[src/rtl/mac_pkg.sv]
// Shared definitions for the MAC accumulate stage: FSM state encoding and accumulator width.
package mac_pkg;

   typedef enum logic [1:0] {
      ST_IDLE = 2'd0,
      ST_ACC  = 2'd1,
      ST_HOLD = 2'd2
   } state_t;

   localparam int unsigned PROD_W_DEF  = 32;
   localparam int unsigned GUARD_W_DEF = 8;
   localparam int unsigned CNT_W_DEF   = 8;

   // Accumulator is the product width plus guard bits for headroom
   function automatic int unsigned acc_width(input int unsigned prod_w, input int unsigned guard_w);
      return prod_w + guard_w;
   endfunction

endpackage

[src/rtl/adder_40bit.sv]
// Ripple-free behavioural adder with carry-in/carry-out; W defaults to 40 bits.
module adder_40bit #(
   parameter int unsigned W = 40
) (
   input  logic [W-1:0] a,
   input  logic [W-1:0] b,
   input  logic         cin,
   output logic [W-1:0] sum,
   output logic         cout
);

   localparam int unsigned SW = W + 1;

   assign {cout, sum} = SW'(a) + SW'(b) + SW'(cin);

endmodule

[src/rtl/mac_accumulator.sv]
// Accumulate stage of the 16-bit MAC: sums a frame of len products and holds the
// result under a valid/ready handshake, stalling the product stream until it is taken.
module mac_accumulator
   import mac_pkg::*;
#(
   parameter  int unsigned PROD_W  = PROD_W_DEF,
   parameter  int unsigned GUARD_W = GUARD_W_DEF,
   parameter  int unsigned CNT_W   = CNT_W_DEF,
   localparam int unsigned ACC_W   = acc_width(PROD_W, GUARD_W)
) (
   input  logic              clk,
   input  logic              rst_n,
   input  logic              start,
   input  logic [CNT_W-1:0]  len,
   input  logic              prod_valid,
   input  logic [PROD_W-1:0] prod,
   output logic              prod_ready,
   output logic [ACC_W-1:0]  acc_out,
   output logic              acc_valid,
   input  logic              acc_ready,
   output logic              busy,
   output logic              overflow
);

   state_t             state, next_state;
   logic [CNT_W-1:0]   cnt, cnt_d;
   logic [ACC_W-1:0]   acc_d, sum;
   logic               ovf_d, cout, beat;
   logic               prod_ready_d, acc_valid_d, busy_d;

   assign beat = prod_valid & prod_ready;

   adder_40bit #(.W(ACC_W)) u_adder (
      .a    (acc_out),
      .b    (ACC_W'(prod)),
      .cin  (1'b0),
      .sum  (sum),
      .cout (cout)
   );

   // State, counter, accumulator and registered outputs
   always_ff @(posedge clk or negedge rst_n) begin
      if (!rst_n) begin
         state      <= ST_IDLE;
         cnt        <= '0;
         acc_out    <= '0;
         overflow   <= 1'b0;
         prod_ready <= 1'b0;
         acc_valid  <= 1'b0;
         busy       <= 1'b0;
      end else begin
         state      <= next_state;
         cnt        <= cnt_d;
         acc_out    <= acc_d;
         overflow   <= ovf_d;
         prod_ready <= prod_ready_d;
         acc_valid  <= acc_valid_d;
         busy       <= busy_d;
      end
   end

   // Next-state logic
   always_comb begin
      next_state = state;
      case (state)
         ST_IDLE: if (start) next_state = (len != '0) ? ST_ACC : ST_HOLD;
         ST_ACC:  if (beat && cnt == CNT_W'(1)) next_state = ST_HOLD;
         ST_HOLD: if (acc_valid && acc_ready) next_state = ST_IDLE;
         default: next_state = ST_IDLE;
      endcase
   end

   // Datapath and output next values; status outputs decode the next state so they are registered
   always_comb begin
      acc_d        = acc_out;
      ovf_d        = overflow;
      cnt_d        = cnt;
      prod_ready_d = (next_state == ST_ACC);
      acc_valid_d  = (next_state == ST_HOLD);
      busy_d       = (next_state != ST_IDLE);
      if (state == ST_IDLE && start) begin
         acc_d = '0;
         ovf_d = 1'b0;
         cnt_d = len;
      end else if (state == ST_ACC && beat) begin
         acc_d = sum;
         ovf_d = overflow | cout;
         cnt_d = cnt - CNT_W'(1);
      end
   end

endmodule
[config.mk]
export PLATFORM = sky130hd
export DESIGN_NAME = mac_accumulator
export DESIGN_NICKNAME = d
export VERILOG_FILES = /design/src/rtl/mac_pkg.sv /design/src/rtl/adder_40bit.sv /design/src/rtl/mac_accumulator.sv
export SDC_FILE = /design/constraint.sdc
export NUM_CORES = 1
export LEC_CHECK = 0
export ABC_AREA = 1
export CORE_UTILIZATION = 44
export DETAILED_ROUTE_END_ITERATION = 8
export DONT_BUFFER_PORTS = 1
export PLACE_DENSITY = 0.62
export SYNTH_ARGS = -nofsm -noshare
export SYNTH_HDL_FRONTEND = slang
export SYNTH_SLANG_ARGS = --single-unit
export TNS_END_PERCENT = 10
[constraint.sdc]
create_clock -name clk -period 2.7 [get_ports clk]
set_clock_uncertainty 0.1 [all_clocks]
set_input_delay 0.54 -clock clk [delete_from_list [all_inputs] [get_ports clk]]
set_output_delay 0.54 -clock clk [all_outputs]
set_load 0.05 [all_outputs]
* After elaboration in Yosys (flattened, before gate mapping) *
Cells that the tools add are included.

operators by class
  add/sub/neg operators = 2
  multipliers = 0
  div/mod/pow operators = 0
  order comparisons = 0
  eq/ne operators = 5
  shifts and indexed selects = 0
  mux-type cells = 11
  bitwise logic cells = 2
  reductions and logical operators = 8

operators by type and width
  kind                 count
  $mux 40              2
  $add 40x32->41       1
  $mux 8               2
  $eq 8x1->1 const B   1
  $mux 2               4
  $reduce_bool 8->1    1
  $sub 8x1->8 const B  1
  $pmux 2 s3           1
  $eq 2x1->1 const B   2
  $eq 2x2->1 const B   2
  $logic_and 1x1->1    4
  $reduce_bool 2->1    2
  $logic_not 2->1      1
  $mux 1               2
  $and 1x1->1          1
  $or 1x1->1           1

storage, ports and cells
  register bits after elaboration = 54
  bits in latches = 0
  RAM bits = 0
  bits in read-only memories = 0
  output and inout bits = 44
  logic and storage cells = 35
  memories kept = 0

* Logic depth before layout (Yosys ltp) *
Gate-level depths: netlist (run 1).

  depth after elaboration = 5
  gate-level depth with buffers = 15
  gate-level depth less buffers = 15

* By module *
From an unflattened synthesis (run 1), not the netlist that was laid out.

second synthesis, totals
  cell total of the unflattened synthesis = 836
  area total of the unflattened synthesis = 5360.1 um^2

by module, submodules not included
  module           times used  cells an instance  area an instance (um^2)  seq. area each (um^2)
  adder_40bit      1           626                3095.5                   0.0
  mac_accumulator  1           210                2264.7                   1351.3

* Worst setup path before layout (run 1) *
Ideal clock, no wire load.

  kind = flip-flop to flip-flop
  from = reg acc_out[0]
  to = reg acc_out[32]
  library setup time = 0.121 ns
  arrival time = 2.176 ns
  required time = 2.479 ns
  slack = 0.303 ns
  cell stages (with the launch flop) = 16
  buffers on the path = 0
  clock period less this slack = 2.397 ns
  path through = dfrtp_1 > ha_1 > inv_1 > fa_1 > inv_1 > nand3_1 > nand3_1 > nand2_1 > nand2_2 > nand2_1 > nand2_2 > nand2_1 > nand2_1 > nand3_1 > nand2_1 > nor2_1

on the way
  word-level cells in the longest chain between the ends = 3

RTL lines
  item                      RTL line               source
  start: declaration        mac_accumulator.sv:18  output logic [ACC_W-1:0] acc_out,
  start signal: assignment  mac_accumulator.sv:46  acc_out <= '0;
  start signal: assignment  mac_accumulator.sv:54  acc_out <= acc_d;
  $add 40x32->41            adder_40bit.sv:14      assign {cout, sum} = SW'(a) + SW'(b) + SW'(cin);
  $mux 40                   mac_accumulator.sv:85  end else if (state == ST_ACC && beat) begin
  $mux 40                   mac_accumulator.sv:81  if (state == ST_IDLE && start) begin

No other way between the ends. The select of a mux whose other input is x is not followed.
A chain may end at the register's enable or synchronous reset.

* Worst setup path after layout (run 1) *
  from = reg acc_out[31]
  to = reg acc_out[35]

Same word-level chain as after synthesis.

==> Flow_metrics.wiki, run 1 <==
{| class="wikitable"
! Metric !! Value
|-
| Status || complete, no violations
|-
| Maximum buffer depth of the clock tree || 2
|-
| Antenna diode instance count || 0
|-
| Routed Antenna Nets || 0
|-
| Final setup violation count || 0
|-
| Distinct cell type count of the synthesized netlist || 43
|-
| Sequential element share of the synthesized area || about 27%
|-
| Number of buffers created by CTS || 5
|-
| Synthesized-area fraction occupied by xor and xnor cells || roughly 1.4%
|-
| Root buffer cell || sky130_fd_sc_hd__clkbuf_16
|-
| Worst endpoint required time || approximately 2800 ps
|-
| Simple-gate share of the synthesized area || 40.03%
|-
| Starting DRT DRC Count || roughly 290
|-
| Startpoint types || flip-flop
|-
| Type of the tightest min-delay check || primary input to flip-flop
|-
| Leading cell type in the layout, fill and taps excluded || sky130_fd_sc_hd__nand2_1
|-
| Hold violation count in the final report || 0
|-
| PwrDens || approximately 1300 nW/um^2
|-
| Total routing resource utilization after global routing || around 26%
|-
| Synth Net Count || 890
|-
| Post-detailed-route via-to-cell ratio || roughly 5.2
|-
| Skew-Pair Late Insertion Delay || between 300 and 400 ps
|-
| Portion of the clock cycle consumed by the worst path in the final layout || between 80% and 90%
|-
| Crit Path Class || flip-flop to flip-flop
|-
| Number of top-level pins || 89
|-
| Flop and latch count out of synthesis || 54
|-
| Net count reported at finish || 922
|-
| Area growth syn-to-layout || 11.28%
|-
| Clk sinks || 54
|-
| Wire length of the first global-routing pass || around 23 mm
|-
| Port Buf Inserts || 0
|-
| Total vias in the final route || just over 5k
|-
| Minimum clock period after layout || approximately 2400 ps
|-
| Transition time at the pin with the least slew margin || about 630 ps
|-
| Reg clk slew, reported paths || 90 ps
|-
| Post-synthesis instance area || just under 5000 sq um
|-
| Share of post-route cells with drive strength above 1 || around a tenth
|-
| DP Wirelength || 11.30 mm
|-
| Combinational family with the most area after synthesis || simple AND/OR/NAND/NOR gates
|-
| Hold Path Stages || 2
|-
| WL/cell || 14.53 microns
|-
| Critical path origin || acc_out[31]$_DFFE_PN0P_
|-
| Complex-gate fraction of the synthesized area || between 10% and 20%
|-
| Final wirelength || 14.29 mm
|-
| Number of warnings issued by yosys || 0
|-
| Pin count of the biggest net entering global routing || 55
|-
| Total congestion overflow after global routing || 0
|-
| Power Total || 7120 uW
|-
| Vias in the first global route || between 4k and 5k
|-
| Standard cell core area || around 11000 sq um
|-
| Post-CTS Setup Bufs || 0
|-
| Top area cells in the synthesized netlist || sky130_fd_sc_hd__dfrtp_1, sky130_fd_sc_hd__nand2_1, sky130_fd_sc_hd__inv_1
|-
| DRC violations left || 0
|-
| Max-slew violation count || 0
|-
| Peak Freq || about 0.43 GHz
|-
| Mean Syn Cell Area || just over 6 sq um
|-
| Post-layout util || 50.57%
|-
| Number of optimization iterations in the first detailed-route pass || 5
|-
| Top cell type's share of synthesized area || between 20% and 30%
|-
| Critical Path Sink Type || flip-flop
|-
| Filler cell count || 1144
|-
| Post-synthesis instance total || between 800 and 900
|-
| Final Wtd Congestion || slightly below 0.9
|-
| Vertical die dimension || around 110 microns
|-
| Dominant cell type by area after synthesis || sky130_fd_sc_hd__dfrtp_1
|-
| RR Startpoint || acc_out[31]$_DFFE_PN0P_
|-
| Adder-cell share of the synthesized area || approximately 9.0%
|-
| Most frequent cells in the layout || sky130_fd_sc_hd__nand2_1, sky130_fd_sc_hd__inv_1, sky130_fd_sc_hd__nor2_1
|-
| Remaining max-slew budget at the tightest pin || around three fifths
|-
| Clock tree from TritonCTS || built
|-
| Worst r2r path cells || 10
|-
| RSZ-0062 raised after global routing || no
|-
| Post-synthesis mux area share || 0%
|-
| Final TNS setup || 0 ps
|-
| Area of the die || about 12000 sq um
|-
| Horiz. Die Dim || around 110 microns
|-
| Max-cap viol count || 0
|-
| Initial antenna violation count || 0
|-
| H-tree Lvls || 2
|-
| Pleak || around 0.0031 uW
|-
| FP Rows || 38
|-
| Hold wc startpoint || len[5]
|-
| Initial Utilization || 45.45%
|-
| Maximum fanout along the worst path || 5
|-
| Arrival @ worst endpoint || 2470 ps
|-
| Max VDD drop || 0.0006798 V
|}
-- cell families after synthesis --
family	count (synthesis)
AOI/OAI and AO/OA	96
xor gates and xnor gates	8
adders and majority gates	35
buffers and inverters	147
DFF	54
and+or+nand+nor	470
-- per-layer routing --
metal / track usage (%) / up-vias / part of all wire (%)
met5: 0 / - / 0
met3: 6.510 / 15 / 7.9
li1: - / 2598 / -
met4: 5.792 / 0 / 1.2
met2: 41.08 / 187 / 44
met1: 35.03 / 2331 / 47
-- stage by stage --
stage / std cells / hold WS, ps / worst slack [ps] / area (sq um)
3_3_place_gp: 973 / 146.3 / 334.6 / 5339
4_1_cts: 983 / 265.7 / 394.9 / 5530
6_report: 983 / 273.7 / 349.3 / 5530
3_5_place_dp: 973 / 146.3 / 287.3 / 5339
5_1_grt: 983 / 283.9 / 131.1 / 5530
2_1_floorplan: 810 / 144.4 / 302.6 / 4970
-- critical path: stages, from the launching register on --
cell and delay, ps:
sky130_fd_sc_hd__dfrtp_1 590, sky130_fd_sc_hd__ha_1 480, sky130_fd_sc_hd__nand2_1 140, sky130_fd_sc_hd__nor2_1 280
sky130_fd_sc_hd__nand2_1 120, sky130_fd_sc_hd__nor3_1 150, sky130_fd_sc_hd__nand2_1 70, sky130_fd_sc_hd__nand2_1 120
sky130_fd_sc_hd__nand3_1 80, sky130_fd_sc_hd__nand2_1 80, sky130_fd_sc_hd__nor2_1 40
-- what timing repair did --
action / 4_1_cts / 5_1_grt
hold buffers: 2 / 0
gates resized for setup: 0 / 0
endpoints found under the hold margin: 54 / 0
-- cells in the mapped netlist --
library cell and number:
sky130_fd_sc_hd__buf_4 1, sky130_fd_sc_hd__nand2_1 309, sky130_fd_sc_hd__fa_1 1, sky130_fd_sc_hd__nor2_4 3
sky130_fd_sc_hd__nand3b_1 8, sky130_fd_sc_hd__o31ai_1 2, sky130_fd_sc_hd__and2_1 1, sky130_fd_sc_hd__ha_1 34
sky130_fd_sc_hd__or2_1 1, sky130_fd_sc_hd__a21oi_2 2, sky130_fd_sc_hd__clkbuf_1 1, sky130_fd_sc_hd__o21ai_1 1
sky130_fd_sc_hd__o21bai_1 2, sky130_fd_sc_hd__nor4_1 1, sky130_fd_sc_hd__nand3_4 1, sky130_fd_sc_hd__a31o_2 2
sky130_fd_sc_hd__or2_2 1, sky130_fd_sc_hd__o211ai_1 5, sky130_fd_sc_hd__nor2_2 4, sky130_fd_sc_hd__nand4_1 4
sky130_fd_sc_hd__a21o_1 1, sky130_fd_sc_hd__nor2_1 74, sky130_fd_sc_hd__dfrtp_1 54, sky130_fd_sc_hd__o22ai_1 1
sky130_fd_sc_hd__a31oi_1 1, sky130_fd_sc_hd__inv_4 1, sky130_fd_sc_hd__xnor2_1 3, sky130_fd_sc_hd__nor3_4 1
sky130_fd_sc_hd__o221ai_1 3, sky130_fd_sc_hd__nand3_2 5, sky130_fd_sc_hd__nand2_2 10, sky130_fd_sc_hd__nor3_1 14
sky130_fd_sc_hd__buf_2 7, sky130_fd_sc_hd__nand2b_1 1, sky130_fd_sc_hd__a32o_1 1, sky130_fd_sc_hd__a21oi_1 40
sky130_fd_sc_hd__o311ai_1 1, sky130_fd_sc_hd__inv_2 8, sky130_fd_sc_hd__nand3_1 32, sky130_fd_sc_hd__o21ai_0 33
sky130_fd_sc_hd__a22o_1 1, sky130_fd_sc_hd__xor2_1 5, sky130_fd_sc_hd__inv_1 129
-- flip-flops by register name, summed over array words and instances, names as in the netlist --
name	flops
acc_out	40
state	2
prod_ready	1
busy	1
cnt	8
overflow	1
acc_valid	1
-- report_power, final --
part	internal, uW	switching, uW
Combinational	1470	3320
Sequential	1150	447
Clock	358	372
-- path summary, 6_finish.rpt --
kind / end / slack (ps)
setup reg to reg: acc_out[35]$_DFFE_PN0P_ / 350
max in group asynchronous: acc_out[11]$_DFFE_PN0P_ / 1570
hold / removal: cnt[5]$_DFFE_PN0P_ / 270
setup / recovery: acc_out[35]$_DFFE_PN0P_ / 350
min in group asynchronous: acc_out[23]$_DFFE_PN0P_ / 650
hold reg to reg: cnt[7]$_DFFE_PN0P_ / 410
-- area by class of cell --
class | count | area [sq um] | share of cell area (%)
multi-input combinational | 609 | 3052 | 55.18
sequential | 54 | 1351 | 24.43
inverter | 138 | 520.5 | 9.412
timing repair buffer | 34 | 277.8 | 5.023
tap | 140 | 175.2 | 3.167
clock buffer | 5 | 125.1 | 2.262
clock inverter | 3 | 28.78 | 0.5204
No activity file was read; power rests on OpenSTA's default activity.
==> run 2, diff against run 1 <==
==> constraint.sdc (replaced) <==
create_clock -name clk -period 2.7 [get_ports clk]
set_clock_uncertainty 0.1 [all_clocks]
set_input_delay 0.81 -clock clk [delete_from_list [all_inputs] [get_ports clk]]
set_output_delay 0.81 -clock clk [all_outputs]
set_load 0.05 [all_outputs]
==> run 2 against run 1 <==
Register-to-register slack better by 40 ps; final cell count increased by 0.71%; flip-flop and latch count unchanged; utilization increased by 0.27 points; power increased by 1.2%; setup slack lost 18 ps; largest cell class unchanged; critical path type is now primary input to flip-flop; clock power hardly changed; hold slack worse by 200 ps; die area is the same; largest power group unchanged; first-iteration DRC count is 42% higher.
==> Flow_metrics.wiki, run 2 (synthesis gave the netlist of run 1 again) <==
{| class="wikitable"
! Metric !! Value
|-
| Status || complete, no violations (unchanged)
|-
| Net count reported at finish || 929 (was 922)
|-
| Initial antenna violation count || 0 (unchanged)
|-
| Skew-Pair Late Insertion Delay || 320 ps (about the same)
|-
| Horiz. Die Dim || 108.3 microns (unchanged)
|-
| Post-detailed-route via-to-cell ratio || 5.155 (was 5.220)
|-
| Switching pwr || 4160 uW (was 4143 uW)
|-
| DRC violations left || 0 (unchanged)
|-
| DP Wirelength || 11.48 mm (was 11.30 mm)
|-
| Clock tree from TritonCTS || built (unchanged)
|-
| Cell internal pwr || 3047 uW (was 2977 uW)
|-
| Critical Path Sink Type || flip-flop (unchanged)
|-
| Post-layout util || 50.85% (was 50.57%)
|-
| Sequential cell fraction of total power || 21.3% (was 22.4%)
|-
| Max reg flops || 40 (unchanged)
|-
| Final wirelength || 14.46 mm (was 14.29 mm)
|-
| Routing usage on met3 || 6.028% (was 6.510%)
|-
| Met2 usage in global routing || 41.54% (was 41.08%)
|-
| Port Buf Inserts || 0 (unchanged)
|-
| Vertical die dimension || 108.3 microns (unchanged)
|-
| Fraction of met1 tracks used by global routing || 36.33% (was 35.03%)
|-
| Standard cell core area || 10940 sq um (unchanged)
|-
| Biggest regs || acc_out (40), cnt (8), state (2) (unchanged)
|-
| Share of post-route cells with drive strength above 1 || 10.24% (was 9.371%)
|-
| CTS Hold Buffers Added || 0 (was 2)
|-
| Proportion of total power due to net switching || 57.72% (was 58.19%)
|-
| FP Rows || 38 (unchanged)
|-
| Worst endpoint required time || 2800 ps (was 2810 ps)
|-
| Portion of the clock cycle consumed by the worst path in the final layout || 87.74% (was 87.06%)
|-
| Clk network pwr share || 10.1% (was 10.2%)
|-
| Wire length of the first global-routing pass || 24.02 mm (was 23.42 mm)
|-
| Total vias in the final route || 5103 (was 5131)
|-
| RSZ-0062 raised after global routing || no (unchanged)
|-
| Arrival @ worst endpoint || 2470 ps (about the same)
|-
| Total routing resource utilization after global routing || 26.59% (was 25.77%)
|-
| Starting DRT DRC Count || 407 (was 287)
|-
| H-tree Lvls || 2 (unchanged)
|-
| Final Wtd Congestion || 0.9716 (was 0.8860)
|-
| Max VDD drop || 0.0007622 V (was 0.0006798 V)
|-
| Root buffer cell || sky130_fd_sc_hd__clkbuf_16 (unchanged)
|-
| Hold violation count in the final report || 0 (unchanged)
|-
| Minimum clock period after layout || 2369 ps (was 2351 ps)
|-
| WHS || 76.76 ps (was 273.7 ps)
|-
| Antenna diode instance count || 0 (unchanged)
|-
| PwrDens || 1296 nW/um^2 (was 1288 nW/um^2)
|-
| WL/cell || 14.60 microns (was 14.53 microns)
|-
| Most frequent cells in the layout || sky130_fd_sc_hd__nand2_1, sky130_fd_sc_hd__inv_1, sky130_fd_sc_hd__nor2_1 (unchanged)
|-
| Number of buffers created by CTS || 5 (unchanged)
|-
| Clk sinks || 54 (unchanged)
|-
| Peak Freq || 0.4221 GHz (was 0.4254 GHz)
|-
| Pin count of the biggest net entering global routing || 55 (unchanged)
|-
| Reg clk slew, reported paths || 90 ps (about the same)
|-
| Filler cell count || 1166 (was 1144)
|-
| Vias in the first global route || 5113 (was 4914)
|-
| Startpoint types || primary input (was flip-flop)
|-
| Maximum buffer depth of the clock tree || 2 (unchanged)
|-
| Remaining max-slew budget at the tightest pin || 55.49% (was 58.18%)
|-
| Final setup violation count || 0 (unchanged)
|-
| Routed Antenna Nets || 0 (unchanged)
|-
| Type of the tightest min-delay check || primary input to async pin (was primary input to flip-flop)
|-
| Number of top-level pins || 89 (unchanged)
|-
| Total congestion overflow after global routing || 0 (unchanged)
|-
| Pleak || 0.003123 uW (was 0.003095 uW)
|-
| Most crowded layer after global routing || met2 (unchanged)
|-
| Gates resized, CTS repair || 0 (unchanged)
|-
| Area of the die || 11720 sq um (unchanged)
|-
| Transition time at the pin with the least slew margin || 667.7 ps (was 627.3 ps)
|-
| Maximum fanout along the worst path || 4 (was 5)
|-
| Max-cap viol count || 0 (unchanged)
|-
| Leading cell type in the layout, fill and taps excluded || sky130_fd_sc_hd__nand2_1 (unchanged)
|-
| Share of power burned in combinational logic || 68.6% (was 67.3%)
|-
| Final TNS setup || 0 ps (unchanged)
|-
| Number of optimization iterations in the first detailed-route pass || 5 (unchanged)
|-
| Max-slew violation count || 0 (unchanged)
|-
| Post-CTS Setup Bufs || 0 (unchanged)
|-
| Crit Path Class || primary input to flip-flop (was flip-flop to flip-flop)
|-
| Area growth syn-to-layout || 11.88% (was 11.28%)
|-
| Initial Utilization || 45.45% (unchanged)
|-
| Largest Register || acc_out (unchanged)
|}
[run 2: cell count changes in the layout (fill, tap and decap cells not counted), sizes merged]
cell / delta
buf: +8
dlygate4sd3: -1
[run 2: cell type report]
class	count	area [sq um]	area share (%)
clock buffers	5	125.1	2.250
clock inverters	3	28.78	0.5176
inverters	138	520.5	9.361
multi-input cells	609	3052	54.88
flip-flops and latches	54	1351	24.30
well taps	140	175.2	3.150
repair buffers	41	307.8	5.536
[run 2: per-stage QoR]
stage / setup slack (ps) / area (sq um) / power, uW / cells
after global placement: 61.91 / 5406 / 6389 / 982
after detailed placement: 8.932 / 5406 / 6455 / 982
final: 331.1 / 5560 / 7207 / 990
after CTS: 356.8 / 5560 / 7220 / 990
after global routing: 208.8 / 5560 / 7872 / 990
after floorplan: 226.6 / 4970 / 5117 / 810
[run 2: final timing paths]
| kind | slack, ps | endpoint | cells past startpoint | startpoint |
|---|---|---|---|---|
| max reg2reg | 390 | acc_out[33]$_DFFE_PN0P_ | 9 | acc_out[31]$_DFFE_PN0P_ |
| max | 330 | acc_out[12]$_DFFE_PN0P_ | 14 | prod[0] |
| min in group clk | 400 | cnt[7]$_DFFE_PN0P_ | 2 | cnt[7]$_DFFE_PN0P_ |
| max in group asynchronous | 2290 | acc_out[11]$_DFFE_PN0P_ | 0 | rst_n |
| min reg2reg | 400 | cnt[7]$_DFFE_PN0P_ | 2 | cnt[7]$_DFFE_PN0P_ |
| min | 80 | acc_out[24]$_DFFE_PN0P_ | 0 | rst_n |
[run 2: per-layer routing]
layer  wire length (microns)  up-vias
met2                    6301      152
met3                    1143       22
li1                        -     2608
met4                     219        0
met1                    6791     2321
met5                       0        -
[run 2: critical path, stage by stage]
cell                      delay (ps)
sky130_fd_sc_hd__ha_1            190
sky130_fd_sc_hd__inv_1            70
sky130_fd_sc_hd__fa_1            390
sky130_fd_sc_hd__inv_1            90
sky130_fd_sc_hd__nand3_1          60
sky130_fd_sc_hd__nand3_1         150
sky130_fd_sc_hd__nand2_1          90
sky130_fd_sc_hd__nand2_2          70
sky130_fd_sc_hd__buf_4           120
sky130_fd_sc_hd__nand2_1          50
sky130_fd_sc_hd__nand2_1         130
sky130_fd_sc_hd__a21oi_1          80
sky130_fd_sc_hd__o21ai_0         100
sky130_fd_sc_hd__nand2_1          70
[run 2: power by group through the flow]
stage               Sequential [uW]  Clock [uW]  Combinational, uW
global route                   1580         773               5520
CTS                            1540         753               4930
global placement               1540           0               4850
detailed placement             1550           0               4900
floorplan                      2330           0               2780
finish                         1540         727               4940
